**src/rtl/alu_pkg.sv**
```systemverilog
// Shared opcode and FSM state types for param_alu and its multiply pipeline.
package alu_pkg;

  localparam logic [2:0] OPC_NOP  = 3'b000;
  localparam logic [2:0] OPC_ADD  = 3'b001;
  localparam logic [2:0] OPC_AND  = 3'b010;
  localparam logic [2:0] OPC_XOR  = 3'b011;
  localparam logic [2:0] OPC_MUL  = 3'b100;
  localparam logic [2:0] OPC_SUB  = 3'b101;
  localparam logic [2:0] OPC_RSV6 = 3'b110;
  localparam logic [2:0] OPC_RSV7 = 3'b111;

  typedef enum logic [2:0] {
    OP_NOP  = OPC_NOP,
    OP_ADD  = OPC_ADD,
    OP_AND  = OPC_AND,
    OP_XOR  = OPC_XOR,
    OP_MUL  = OPC_MUL,
    OP_SUB  = OPC_SUB,
    OP_RSV6 = OPC_RSV6,
    OP_RSV7 = OPC_RSV7
  } op_e;

  typedef enum logic [1:0] {
    IDLE = 2'd0,
    EXEC = 2'd1,
    DONE = 2'd2
  } state_e;

  function automatic logic op_is_reserved(op_e o);
    return (o == OP_RSV6) || (o == OP_RSV7);
  endfunction

endpackage

```
**src/rtl/alu_mult_pipe.sv**
```systemverilog
// Registered unsigned multiplier; the product appears MULT_STAGES-1 cycles after
// the operands, so a result register fed from p_o lands it MULT_STAGES cycles later.
module alu_mult_pipe #(
  parameter int WIDTH       = 8,
  parameter int MULT_STAGES = 3
) (
  input  logic               clk,
  input  logic               reset_n,
  input  logic [WIDTH-1:0]   a_i,
  input  logic [WIDTH-1:0]   b_i,
  output logic [2*WIDTH-1:0] p_o
);

  logic [2*WIDTH-1:0] a_ext, b_ext, prod;

  assign a_ext = {{WIDTH{1'b0}}, a_i};
  assign b_ext = {{WIDTH{1'b0}}, b_i};
  assign prod  = a_ext * b_ext;

  generate
    if (MULT_STAGES == 1) begin : g_comb
      logic unused_clk_rst;
      assign unused_clk_rst = clk ^ reset_n;
      assign p_o = prod;
    end else begin : g_pipe
      logic [2*WIDTH-1:0] stage_q [MULT_STAGES-1];

      always_ff @(posedge clk or negedge reset_n) begin
        if (!reset_n) begin
          for (int k = 0; k < MULT_STAGES-1; k++) stage_q[k] <= '0;
        end else begin
          stage_q[0] <= prod;
          for (int k = 1; k < MULT_STAGES-1; k++) stage_q[k] <= stage_q[k-1];
        end
      end

      assign p_o = stage_q[MULT_STAGES-2];
    end
  endgenerate

endmodule

```
**src/rtl/param_alu.sv**
```systemverilog
// Multi-cycle parameterised ALU with single-cycle ops and a pipelined multiply.
// Optional result flags are built only when PARAM_ALU_FLAGS_EN is defined.
//
// state | meaning
// IDLE  | waiting for start with a non-NOP opcode
// EXEC  | operation in flight, latency counter running
// DONE  | result valid, done pulse, one dead cycle before next accept
module param_alu
  import alu_pkg::*;
#(
  parameter int WIDTH       = 8,
  parameter int MULT_STAGES = 3
) (
  input  logic               clk,
  input  logic               reset_n,
  input  logic [WIDTH-1:0]   a,
  input  logic [WIDTH-1:0]   b,
  input  logic [2:0]         op,
  input  logic               start,
  output logic               busy,
  output logic               done,
  output logic [2*WIDTH-1:0] result,
  output logic               illegal,
  output logic               zero,
  output logic               carry
);

  localparam int CNT_W = $clog2(MULT_STAGES + 1);

  state_e             state_q, state_d;
  op_e                op_q;
  logic [WIDTH-1:0]   a_q, b_q;
  logic [CNT_W-1:0]   cnt_q, cnt_d;
  logic [2*WIDTH-1:0] result_q, result_d, mul_p;
  logic [WIDTH:0]     sum, diff;
  logic               accept, finish;

  assign accept = (state_q == IDLE) && start && (op != OPC_NOP);
  assign finish = (state_q == EXEC) && (cnt_q == '0);

  always_ff @(posedge clk or negedge reset_n) begin
    if (!reset_n) state_q <= IDLE;
    else          state_q <= state_d;
  end

  always_comb begin
    state_d = state_q;
    unique case (state_q)
      IDLE:    if (accept) state_d = EXEC;
      EXEC:    if (cnt_q == '0) state_d = DONE;
      DONE:    state_d = IDLE;
      default: state_d = IDLE;
    endcase
  end

  always_comb begin
    busy    = (state_q != IDLE);
    done    = (state_q == DONE);
    illegal = (state_q == DONE) && op_is_reserved(op_q);
  end

  // Counter holds remaining EXEC cycles minus one; zero means finish this edge.
  always_comb begin
    cnt_d = cnt_q;
    if (accept)
      cnt_d = (op == OPC_MUL) ? CNT_W'(MULT_STAGES - 1) : '0;
    else if ((state_q == EXEC) && (cnt_q != '0))
      cnt_d = cnt_q - CNT_W'(1);
  end

  alu_mult_pipe #(
    .WIDTH       (WIDTH),
    .MULT_STAGES (MULT_STAGES)
  ) u_mult (
    .clk     (clk),
    .reset_n (reset_n),
    .a_i     (a_q),
    .b_i     (b_q),
    .p_o     (mul_p)
  );

  assign sum  = {1'b0, a_q} + {1'b0, b_q};
  assign diff = {1'b0, a_q} - {1'b0, b_q};

  always_comb begin
    result_d = '0;
    unique case (op_q)
      OP_ADD:  result_d = {{(WIDTH-1){1'b0}}, sum};
      OP_SUB:  result_d = {{(WIDTH-1){1'b0}}, diff};
      OP_AND:  result_d = {{WIDTH{1'b0}}, a_q & b_q};
      OP_XOR:  result_d = {{WIDTH{1'b0}}, a_q ^ b_q};
      OP_MUL:  result_d = mul_p;
      default: result_d = '0;
    endcase
  end

  always_ff @(posedge clk or negedge reset_n) begin
    if (!reset_n) begin
      a_q      <= '0;
      b_q      <= '0;
      op_q     <= OP_NOP;
      cnt_q    <= '0;
      result_q <= '0;
    end else begin
      if (accept) begin
        a_q  <= a;
        b_q  <= b;
        op_q <= op_e'(op);
      end
      cnt_q <= cnt_d;
      if (finish) result_q <= result_d;
    end
  end

  assign result = result_q;

`ifdef PARAM_ALU_FLAGS_EN
  logic zero_q, carry_q;

  always_ff @(posedge clk or negedge reset_n) begin
    if (!reset_n) begin
      zero_q  <= 1'b0;
      carry_q <= 1'b0;
    end else if (finish) begin
      zero_q  <= (result_d == '0);
      carry_q <= ((op_q == OP_ADD) || (op_q == OP_SUB)) ? result_d[WIDTH] : 1'b0;
    end
  end

  assign zero  = zero_q;
  assign carry = carry_q;
`else
  assign zero  = 1'b0;
  assign carry = 1'b0;
`endif

endmodule

```
**config.mk**
```make
export PLATFORM = sky130hd
export DESIGN_NAME = param_alu
export DESIGN_NICKNAME = d
export VERILOG_FILES = /design/src/rtl/alu_pkg.sv /design/src/rtl/alu_mult_pipe.sv /design/src/rtl/param_alu.sv
export SDC_FILE = /design/constraint.sdc
export NUM_CORES = 1
export LEC_CHECK = 0
export CORE_UTILIZATION = 53
export DETAILED_ROUTE_END_ITERATION = 10
export PLACE_DENSITY = 0.77
export SLEW_MARGIN = 20
export SYNTH_ARGS = -nofsm -noshare
export SYNTH_HDL_FRONTEND = slang
export SYNTH_SLANG_ARGS = --single-unit
```
**constraint.sdc**
```tcl
create_clock -name clk -period 3.9 [get_ports clk]
set_input_delay 0.78 -clock clk [delete_from_list [all_inputs] [get_ports clk]]
set_output_delay 0.78 -clock clk [all_outputs]
set_load 0.02 [all_outputs]
```
# [After elaboration in Yosys (flattened, before gate mapping)]
# Index checks and enable logic that the tools add are counted.
[word_totals] register_bits=71 output_inout_bits=21
[classes] n_addsub=3 mul=1 eq_ne=12 n_mux=7 bitwise_logic=2 n_reduce_logical=13
[ops] op="$pmux W16 S5" count=1
[ops] op="$mul A8 B8 Y16" count=1
[ops] op="$eq A3 B3 Y1 const B" count=5
[ops] op="$mux W2" count=5
[ops] op="$add A8 B8 Y9" count=1
[ops] op="$sub A8 B8 Y9" count=1
[ops] op="$and A8 B8 Y8" count=1
[ops] op="$xor A8 B8 Y8" count=1
[ops] op="$eq A3 B2 Y1 const B" count=2
[ops] op="$reduce_bool A2 Y1" count=3
[ops] op="$logic_and A1 B1 Y1" count=5
[ops] op="$logic_not A2 Y1" count=2
[ops] op="$ne A2 B2 Y1 const B" count=2
[ops] op="$pmux W2 S2" count=1
[ops] op="$eq A3 B1 Y1 const B" count=1
[ops] op="$reduce_bool A3 Y1" count=1
[ops] op="$eq A2 B1 Y1 const B" count=1
[ops] op="$eq A2 B2 Y1 const B" count=1
[ops] op="$reduce_and A2 Y1" count=1
[ops] op="$sub A2 B1 Y2 const B" count=1
[ops] op="$logic_or A1 B1 Y1" count=1

# [Longest topological paths before layout]
# Gate-level depths: netlist of the first run.
[logic_depth] word_depth=5 depth_mapped=17 depth_no_buf=16

# [By module]
# Synthesis of the first run repeated with hierarchy kept, for this count alone.
[unflattened] cells_unflattened=514 hier_area_um2=5411.4
[modules_own_cells] mod="alu_mult_pipe" instances=1 cells_per_inst=291 area_per_inst_um2=3042.9 seq_area_each_um2=800.8
[modules_own_cells] mod="param_alu" instances=1 cells_per_inst=223 area_per_inst_um2=2368.5 seq_area_each_um2=975.9

# [Worst setup path before layout of the first run]
# Ideal clock, no wire load.
[synth_timing] path_type="flip-flop to flip-flop" from="register b_q[5]" to="register u_mult.g_pipe.stage_q[31] (netlist name)" setup_time_ns=0.080 arrival_time_ns=4.153 slack_ns=-0.333 path_stages_with_launch=16 period_less_slack_ns=4.233 path_cell_list="dfrtp_1 > clkbuf_1 > and2_1 > fa_1 > fa_1 > fa_1 > inv_1 > fa_1 > inv_1 > ha_1 > nand2_1 > nand2_1 > and4_1 > a221o_1 > a21oi_2 > xnor2_1"
[synth_via] elab_chain_cells=1
[synth_rtl] item="start: declaration" line_no="param_alu.sv:32" text="logic [WIDTH-1:0] a_q, b_q;"
[synth_rtl] item="start signal: assignment" line_no="param_alu.sv:100" text="b_q <= '0;"
[synth_rtl] item="start signal: assignment" line_no="param_alu.sv:107" text="b_q <= b;"
[synth_rtl] item="$mul A8 B8 Y16" line_no="alu_mult_pipe.sv:18" text="assign prod = a_ext * b_ext;"
[synth_rtl] item="net u_mult.prod[15]" line_no="alu_mult_pipe.sv:14" text="logic [2*WIDTH-1:0] a_ext, b_ext, prod;"
[synth_rtl] item="end: declaration" line_no="alu_mult_pipe.sv:26" text="logic [2*WIDTH-1:0] stage_q [MULT_STAGES-1];"
# The timed path passes the listed nets, and every way through them passes these cells.
# A chain may end at the register's enable or synchronous reset.

# [Final worst setup path of the first run]
[layout_timing] from="register b_q[4]" to="register u_mult.g_pipe.stage_q[31] (netlist name)"
# Same word-level chain as after synthesis.

==> implementation parameters, run 1 <==
Parameter                              Value

Run status
  Result of the run ... finished with violations
  Violations in the final reports ... setup timing

Critical path
  Category of the worst setup path launch point ... flop
  Crit. End Element ... flop
  Dominant cell type by count on the critical path ... sky130_fd_sc_hd__fa_1
  Critical-path top delay cell ... sky130_fd_sc_hd__fa_1
  Max Fanout on Critical Path ... 6
  CP arrival ... around 4.3 ns
  WP data required ... 4.17 ns
  Crit-path leading delay family ... adder cells
  Buffering stage count on the worst path with inverters included ... 2
  Delay of the slowest cell on the worst path ... between 0.5 and 0.6 ns
  Sequence of cells on the critical path ... and2_4 -> fa_1 -> fa_1 -> fa_1 -> inv_2 -> fa_1 -> inv_2 -> ha_4 -> a21oi_4 -> nand2_2 -> and4_1 -> a221o_1 -> a21oi_2 -> xnor2_1
  Crit Path Class ... reg -> reg

Global route
  Grt total ovfl ... 0
  Largest net degree at the start of global routing ... 38
  Wire length of the first global-routing pass ... 19.26 mm
  Via count of the first global-routing pass ... around 4000
  Initial antenna violation count ... 0
  Total routing resource utilization after global routing ... 25.09%

Detailed routing
  Wirelength per Cell ... 16.26 um
  # DRC ... 0
  Vias per inst ... 5.378
  Number of search-and-repair iterations in the first detailed-routing pass ... 4
  Final wirelength ... 11.62 mm
  Total number of vias ... about 3800
  Number of violations reported at the end of detailed-routing iteration 0 ... about 170
  Remaining antenna violation count ... 0

STA
  Final count of negative-setup-slack endpoints ... 4
  Crit path time final ... 4.003 ns
  Setup repair after global routing missed its margin ... yes
  Worst Hold Slack ... around 0.35 ns
  Hold violation count in the final report ... 0
  Setup Skew ... roughly 0.013 ns
  Worst slew pin tran ... ~0.76 ns
  Maximum clock frequency ... 0.2498 GHz
  Relative slew slack ... 49.36%
  Final worst path period share ... 102.6%
  Final Slew Violations ... 0
  Worst Setup Slack, final ... -0.1031 ns

Floorplan
  Core Region ... around 9400 um^2
  Number of top-level design ports ... 43
  Die Ht ... 101.0 um
  Row count ... 35
  Die outline area ... between 10000 and 15000 um^2
  Die Width ... 101.0 um
  Starting utilization of the core area ... 55.41%

Min path
  Class of the tightest hold or removal check ... reg -> reg

Yosys
  Share of the yosys chip area belonging to registers ... 34.22%
  Synth Area per Inst ... 10.34 um^2
  Cell count after synthesis ... 502
  Post-synth top area share ... between 30 and 40%
  Synth async-reset ratio ... 100.0%
  Summed instance area of the synthesized netlist ... 5192 um^2
  Top_reg_cell synth ... sky130_fd_sc_hd__dfrtp_1
  Count of different cell masters after synthesis ... 53
  Dominant cell by count in the synthesized netlist ... sky130_fd_sc_hd__dfrtp_1
  Warnings, synthesis ... 0
  Post-synth EDFFs ... 0
  Yosys reg bits ... 71
  Leading cell types by total area after synthesis ... sky130_fd_sc_hd__dfrtp_1 34%, sky130_fd_sc_hd__fa_1 14%, sky130_fd_sc_hd__ha_1 13%
  Leading area contributor after synthesis ... sky130_fd_sc_hd__dfrtp_1
  Top post-synthesis cells by count ... 71 x sky130_fd_sc_hd__dfrtp_1, 59 x sky130_fd_sc_hd__inv_1, 54 x sky130_fd_sc_hd__ha_1, 45 x sky130_fd_sc_hd__and2_1, 37 x sky130_fd_sc_hd__fa_1

Finish
  Share of cells above drive strength 1 ... 20.31%
  # nets final ... 695
  Final Core Density ... between 60% and 70%
  Number of antenna diodes ... 0
  Area used by multi-input combinational logic ... 3276 um^2
  Synth-to-layout area growth ... 22.75%
  Storage element area ... 1789 um^2
  Number of fill cells in the layout ... 763

Clock tree
  CTS max path bufs ... 2
  Clock tree from TritonCTS ... done
  Total clock sinks ... 71
  TritonCTS buffer count ... 9
  H-tree levels ... 3
  Number of buffers inserted by hold repair at cts ... 0
  Root Buffer ... sky130_fd_sc_hd__clkbuf_8
  Clock latency on the worst-skew pair ... 0.35 ns
  Clock transition at the registers of the reported paths ... 0.08 ns

Place
  Final HPWL DP ... 8.969 mm
  Last weighted congestion value of the routability-driven placer ... 0.8915
  Port bufs ... 40

Flow run
  Max Cap Viol ... 0
==> cell families (layout without fill, tap and decap cells) <==
logic type | after synthesis | count (layout) | synth area share (%)
other cells | 1 | 2 | 0.07222
xor+xnor | 23 | 23 | 3.880
buf+inv | 74 | 157 | 5.735
simple gates | 144 | 144 | 14.55
compound gates | 79 | 79 | 10.29
fa+ha+maj | 91 | 91 | 27.28
mux | 19 | 19 | 3.976
flops | 71 | 71 | 34.22
==> layer usage <==
layer	part of all wire, %	GRT usage, %
met1	46	34.26
met2	49	41.41
met3	4.1	4.022
met4	1.4	7.469
met5	0	0
==> layout make-up <==
type | instances | area share, %
inverter | 59 | 3.475
sequential | 71 | 28.07
multi-input combinational | 358 | 51.39
clock buffer | 12 | 2.120
timing repair buffer | 83 | 11.33
clock inverter | 3 | 1.080
tap | 129 | 2.532
==> registers in the layout, summed over array words and instances (netlist names) <==
register / count
result: 16
u_mult.g_pipe.stage_q: 16
u_mult.p_o: 16
a_q: 8
b_q: 8
op_q: 3
cnt_q: 2
state_q: 2
==> cell usage in the layout, fill, tap and decap left out, drive strengths merged, types with 8 or more instances in the layout <==
cell type and n:
clkdlybuf4s50 39, mux2 13, nand2b 9, xor2 8, nand2 36, fa 37, o21ai 22, clkbuf 12
dfrtp 71, buf 44, xnor2 15, ha 54, nor2 25, inv 59, and2 45, a21oi 18
==> final timing paths <==
check                      slack [ns]  cells after the start                   endpoint                      start
max reg2reg                     -0.10                     14  u_mult.g_pipe.stage_q[31]                     b_q[4]
min                              0.35                      0              u_mult.p_o[2]  u_mult.g_pipe.stage_q[18]
max                             -0.10                     14  u_mult.g_pipe.stage_q[31]                     b_q[4]
min in group asynchronous        0.50                      1              u_mult.p_o[4]                    reset_n
min reg2reg                      0.35                      0              u_mult.p_o[2]  u_mult.g_pipe.stage_q[18]
max in group asynchronous        2.57                      2                     b_q[6]                    reset_n
==> repair_timing <==
| action | CTS | global route |
|---|---|---|
| setup endpoints to repair | 5 | 5 |
| pin swaps | 8 | 13 |
| cloned | 0 | 0 |
| resized for setup | 20 | 11 |
| buffers inserted | 6 | 3 |
==> stage by stage <==
step / setup WS (ns) / cell area [um^2] / instances / TNS, ns
2_1_floorplan: 0.004424 / 5334 / 503 / 0
5_1_grt: -0.2098 / 6374 / 715 / -0.7530
3_3_place_gp: -0.09149 / 6022 / 691 / -0.2968
6_report: -0.1031 / 6374 / 715 / -0.2044
3_5_place_dp: -0.1470 / 6022 / 691 / -0.4744
4_1_cts: -0.04923 / 6321 / 712 / -0.1254
Power of run 1 is left out: the tool's default activity adds up to more than one toggle a clock period on the data nets, which glitch-free logic cannot reach.
==> run 2, diff against run 1 <==
- CAP_MARGIN: default -> 25
==> results of run 2 <==
No change in the layout: final DEF, timing and power equal those of run 1.
Power of run 2 is left out for the same reason.
==> run 3, diff against run 2 <==
- PLACE_DENSITY: 0.77 -> 0.75
==> implementation parameters, run 3 (synthesized netlist as in run 1, its figures left out) <==
Parameter                              Value

Run status
  Result of the run ... finished with violations
  Violations in the final reports ... setup timing

Floorplan
  Row count ... 35
  Core Region ... 9371 um^2
  Die Width ... roughly 100 um
  Number of top-level design ports ... 43
  Starting utilization of the core area ... 55.41%
  Die Ht ... 101.0 um
  Die outline area ... 10200 um^2

Global route
  Wire length of the first global-routing pass ... 19.68 mm
  Total routing resource utilization after global routing ... 25.75%
  Met1 usage ... roughly 33%
  Largest net degree at the start of global routing ... 40
  Grt total ovfl ... 0
  Via count of the first global-routing pass ... 4174
  Most used routing layer in global routing ... met2
  Initial antenna violation count ... 0
  Global routing usage on met3 ... 4.993%
  GR met2 Demand/Resource ... 42.99%

Detailed routing
  Wirelength per Cell ... 16.59 um
  Total number of vias ... 3912
  Final wirelength ... between 10 and 15 mm
  Vias per inst ... 5.433
  # DRC ... 0
  Remaining antenna violation count ... 0
  Number of violations reported at the end of detailed-routing iteration 0 ... between 100 and 150
  Number of search-and-repair iterations in the first detailed-routing pass ... 5

Clock tree
  Clock tree from TritonCTS ... done
  CTS max path bufs ... 2
  Clock latency on the worst-skew pair ... approximately 0.36 ns
  Number of buffers inserted by hold repair at cts ... 0
  Root Buffer ... sky130_fd_sc_hd__clkbuf_8
  TritonCTS buffer count ... 9
  Total clock sinks ... a little over 70
  Clock transition at the registers of the reported paths ... 0.09 ns
  H-tree levels ... 3

STA
  Crit path time final ... roughly 4.0 ns
  Hold violation count in the final report ... 0
  Worst slew pin tran ... 0.8333 ns
  Setup Skew ... a little under 0.02 ns
  Worst Hold Slack ... 0.3423 ns
  Setup repair after global routing missed its margin ... yes
  Final Slew Violations ... 0
  Final count of negative-setup-slack endpoints ... 5
  Maximum clock frequency ... 0.2471 GHz
  Relative slew slack ... 44.45%
  Final worst path period share ... 103.8%
  Worst Setup Slack, final ... -0.1469 ns

Min path
  Class of the tightest hold or removal check ... reg -> reg

Critical path
  Crit Path Class ... reg -> reg
  CP arrival ... 4.31 ns
  Category of the worst setup path launch point ... flop
  Crit. End Element ... flop
  WP data required ... ~4.2 ns
  Max Fanout on Critical Path ... 6

Finish
  Most frequent cells in the layout ... 60 x sky130_fd_sc_hd__dfrtp_1, 55 x sky130_fd_sc_hd__inv_1, 46 x sky130_fd_sc_hd__ha_1
  Number of cells in the finished layout apart from fillers ... just over 700
  Most frequent standard cell in the layout excluding fill and tap cells ... sky130_fd_sc_hd__dfrtp_1
  Post-Layout Inst Area ... 6455 um^2
  # nets final ... 699
  Number of fill cells in the layout ... 754
  Number of antenna diodes ... 0
  Synth-to-layout area growth ... 24.31%
  Share of cells above drive strength 1 ... 21.32%

Place
  Final HPWL DP ... 9.306 mm
  Placed insts ... a little under 700
  Last weighted congestion value of the routability-driven placer ... 0.8976
  Port bufs ... 40
  Instance area at placement ... between 6000 and 7000 um^2

Flow run
  Max Cap Viol ... 0
run 3: cell types whose count changed in the layout (fill, tap and decap cells not counted), sizes merged:
cell      delta
clkinv       +1
buf          +4
clkbuf       -1
clkinvlp     +1
run 3: final timing paths:
check                                          start  slack, ns  cells past startpoint                   endpoint
max                                           a_q[5]      -0.15                     15  u_mult.g_pipe.stage_q[31]
min                        u_mult.g_pipe.stage_q[29]       0.34                      0             u_mult.p_o[13]
max reg2reg                                   a_q[5]      -0.15                     15  u_mult.g_pipe.stage_q[31]
min reg2reg                u_mult.g_pipe.stage_q[29]       0.34                      0             u_mult.p_o[13]
max in group asynchronous                    reset_n       2.71                      2              u_mult.p_o[8]
min in group asynchronous                    reset_n       0.51                      1                     a_q[5]
run 3: cell type report:
type                            instances  area (um^2)  share of cell area (%)
Sequential cell                        71         1790                   27.74
Inverter                               59        221.5                   3.431
Tap cell                              129        161.4                   2.500
Multi-Input combinational cell        358         3294                   51.04
Clock buffer                           11        141.4                   2.190
Timing Repair Buffer                   87        764.5                   11.84
Clock inverter                          5        81.33                   1.260
run 3: worst max-delay path, cell delays in order (launching register included):
cell,delay (ns)
sky130_fd_sc_hd__dfrtp_2,0.41
sky130_fd_sc_hd__buf_4,0.13
sky130_fd_sc_hd__nand2_1,0.07
sky130_fd_sc_hd__fa_1,0.49
sky130_fd_sc_hd__fa_1,0.50
sky130_fd_sc_hd__inv_1,0.06
sky130_fd_sc_hd__fa_1,0.53
sky130_fd_sc_hd__inv_1,0.05
sky130_fd_sc_hd__fa_1,0.49
sky130_fd_sc_hd__inv_2,0.05
sky130_fd_sc_hd__ha_4,0.26
sky130_fd_sc_hd__o2111ai_2,0.11
sky130_fd_sc_hd__nand4_1,0.18
sky130_fd_sc_hd__a221o_1,0.36
sky130_fd_sc_hd__a21oi_2,0.13
sky130_fd_sc_hd__xnor2_1,0.14
run 3: stage by stage:
stage | utilization [%] | setup slack, ns | setup TNS, ns
after CTS | 68.22 | -0.1278 | -0.3759
after global routing | 68.88 | -0.3225 | -1.210
after detailed placement | 64.55 | -0.1952 | -0.6874
final | 68.88 | -0.1469 | -0.4830
after global placement | 64.55 | -0.07932 | -0.2589
after floorplan | - | 0.004424 | 0
run 3: repair_timing:
item | CTS | global route
gates cloned | 0 | 0
pin swaps | 12 | 1
gates resized for setup | 23 | 8
setup buffers | 9 | 2
setup endpoints to repair | 5 | 6
run 3: metal layers:
layer	wire (um)	share of wire, %	vias up
li1	-	-	1839
met1	5265	44	1968
met2	5909	49	81
met3	514	4.3	24
met4	257	2.2	0
met5	0	0	-
Power of run 3 is left out for the same reason.
==> variant (config.mk and constraints of run 1) <==
Re-encode `state_e` (3 states) as one-hot, 3 bits wide.
--- a/src/rtl/alu_pkg.sv
+++ b/src/rtl/alu_pkg.sv
@@ -23,6 +23,6 @@
 
-  typedef enum logic [1:0] {
-    IDLE = 2'd0,
-    EXEC = 2'd1,
-    DONE = 2'd2
+  typedef enum logic [2:0] {
+    IDLE = 3'b001,
+    EXEC = 3'b010,
+    DONE = 3'b100
   } state_e;
Formal check against the unedited RTL: no difference found for any inputs over 4 cycles, from zero or initial values and one cycle with reset_n low; so few cycles prove little.
==> variant against run 1 <==
  * The flow still finishes with violations (negative setup slack)
  * Final area rose by 1.3%
  * Sequential share of layout area rose by 0.078 points
  * Clock skew fell by 0.0020 ns
  * First-iteration DRC count rose by 8.1%
  * Area after synthesis rose by 1.4%
  * Global-route usage fell by 0.087 points
  * Sequential cell count rose by 1
  * Wire length rose by 2.0%
  * Worst setup slack improved by 0.023 ns
  * Critical path type unchanged
Power is not shown: default switching activity piles up to over one toggle a cycle in this logic, so the estimate is an artifact.
==> variant: results (changes against run 1) <==
GRT
  – First-pass GRT wire length: 19.15 mm (-0.57%)
  – GRT Resource Usage Total: 0.2501 (-0.0008686)
  – Grt met3 use: 0.04417 (+0.003946)
  – Met2 GRT Util: 0.4090 (-0.005076)
  – GRT met1 Usage: 0.3344 (-0.008216)
  – Vias in the first global route: 3,874 (-2.7%)
  – Largest net degree at the start of global routing: 29 (-24%)

Routing
  – Wire per inst: 16.02 um (-1.5%)
  – WL met1: 5.330 mm (+0.64%)
  – Met2 wire length: 5.671 mm (-0.26%)
  – Top sig layer: met4
  – Drt initial violations: 187 (+8.1%)
  – Met3 Wirelength: 632 um (+31%)
  – Via/cell ratio: 5.349 (-0.54%)
  – WL final: 11.85 mm (+2.0%)

Synthesis
  – Top cells by count, synth: dfrtp_1, inv_1, ha_1
  – Xor-xnor portion of the synthesized cell area: 0.03160 (-0.007196)
  – Multiplexer share of the synthesized area: 0.04348 (+0.003719)
  – Adder-Cell Fraction of Synth Area: 0.2689 (-0.003824)
  – Sequential fraction of the synthesis area: 0.3424 (about the same)
  – Synth cell types: 50 (-5.7%)
  – Synth top area cells: dfrtp_1, fa_1, ha_1
  – Cell count after synthesis: 525 (+4.6%)
  – Synth Area in Compound Gates: 0.09622 (-0.006669)

Setup path
  – RR Startpoint: b_q[3]$_DFFE_PN0P_
  – WP data arrival: 4.25 ns (-0.02 ns)
  – Reg2reg end: u_mult.g_pipe.stage_q[31]$_DFF_PN0_
  – Worst reg2reg path depth: 14 (unchanged)
  – Crit-path max FO: 8 (+2)

Timing
  – Final WS setup: -0.07990 ns (+0.02322 ns)
  – Worst Tran Pin Value: 0.8762 ns (+0.1166 ns)
  – Final setup violation count: 2 (-2)
  – Layout Skew: 0.01050 ns (-0.002011 ns)
  – Hold_ws: 0.3526 ns (+0.003072 ns)
  – Setup_tns: -0.1221 ns (+0.08228 ns)

Clock network
  – CTS Buffer Depth: 2 (unchanged)
  – Clock latency on the worst-skew pair: 0.36 ns
  – Number of H-tree levels: 3 (unchanged)
  – Resized Gates After CTS: 26 (+30%)
  – Num CTS Buffers: 9 (unchanged)

Place
  – Placer congestion estimate: 0.9067 (+1.7%)
  – Placed cells: 717 (+3.8%)
  – DP Worst Slack: -0.2424 ns (-0.09544 ns)
  – Post-DP HPWL: 9.147 mm (+2.0%)
  – Cell Area, Placed: 6090 um^2 (+1.1%)

Min path
  – Min-Delay Startpoint: u_mult.g_pipe.stage_q[17]$_DFF_PN0_
  – Worst min-delay path class: flop to flop
  – WHS Endpoint: u_mult.p_o[1]$_DFF_PN0_

Outcome
  – Failing checks: negative setup slack
  – Status: finished with violations

Cells and area
  – Fill cell count: 746 (-2.2%)
  – Layout cells sized above 1: 0.2109 (+0.007801)
  – P&R area growth vs syn: 22.55%
variant: cell count changes after synthesis, moves of 3 or more:
cell	delta
xor2_1	+3
nand3_1	+4
o31ai_1	+4
a21oi_1	+3
a22o_1	-5
clkbuf_1	+3
nand2_1	+15
xnor2_1	-7
o311ai_0	+3
nand4_1	+3
o2111ai_1	-3
o21ai_0	+4
variant: critical path: stages (launching register included):
cell and delay (ns):
dfrtp_2 0.49, and2_4 0.19, fa_1 0.53, fa_1 0.44, fa_1 0.49, inv_1 0.05
fa_1 0.49, inv_2 0.05, ha_4 0.23, o211ai_2 0.07, a21oi_2 0.05, a211oi_2 0.30
o21ai_4 0.11, a221oi_2 0.26, xnor2_1 0.15
variant: cell type report:
cell class / count / area share
Tap cell: 133 / 0.02579
Sequential cell: 72 / 0.2815
Clock buffer: 11 / 0.02191
Inverter: 59 / 0.03432
Timing Repair Buffer: 84 / 0.1130
Multi-Input combinational cell: 376 / 0.5147
Clock inverter: 5 / 0.008724
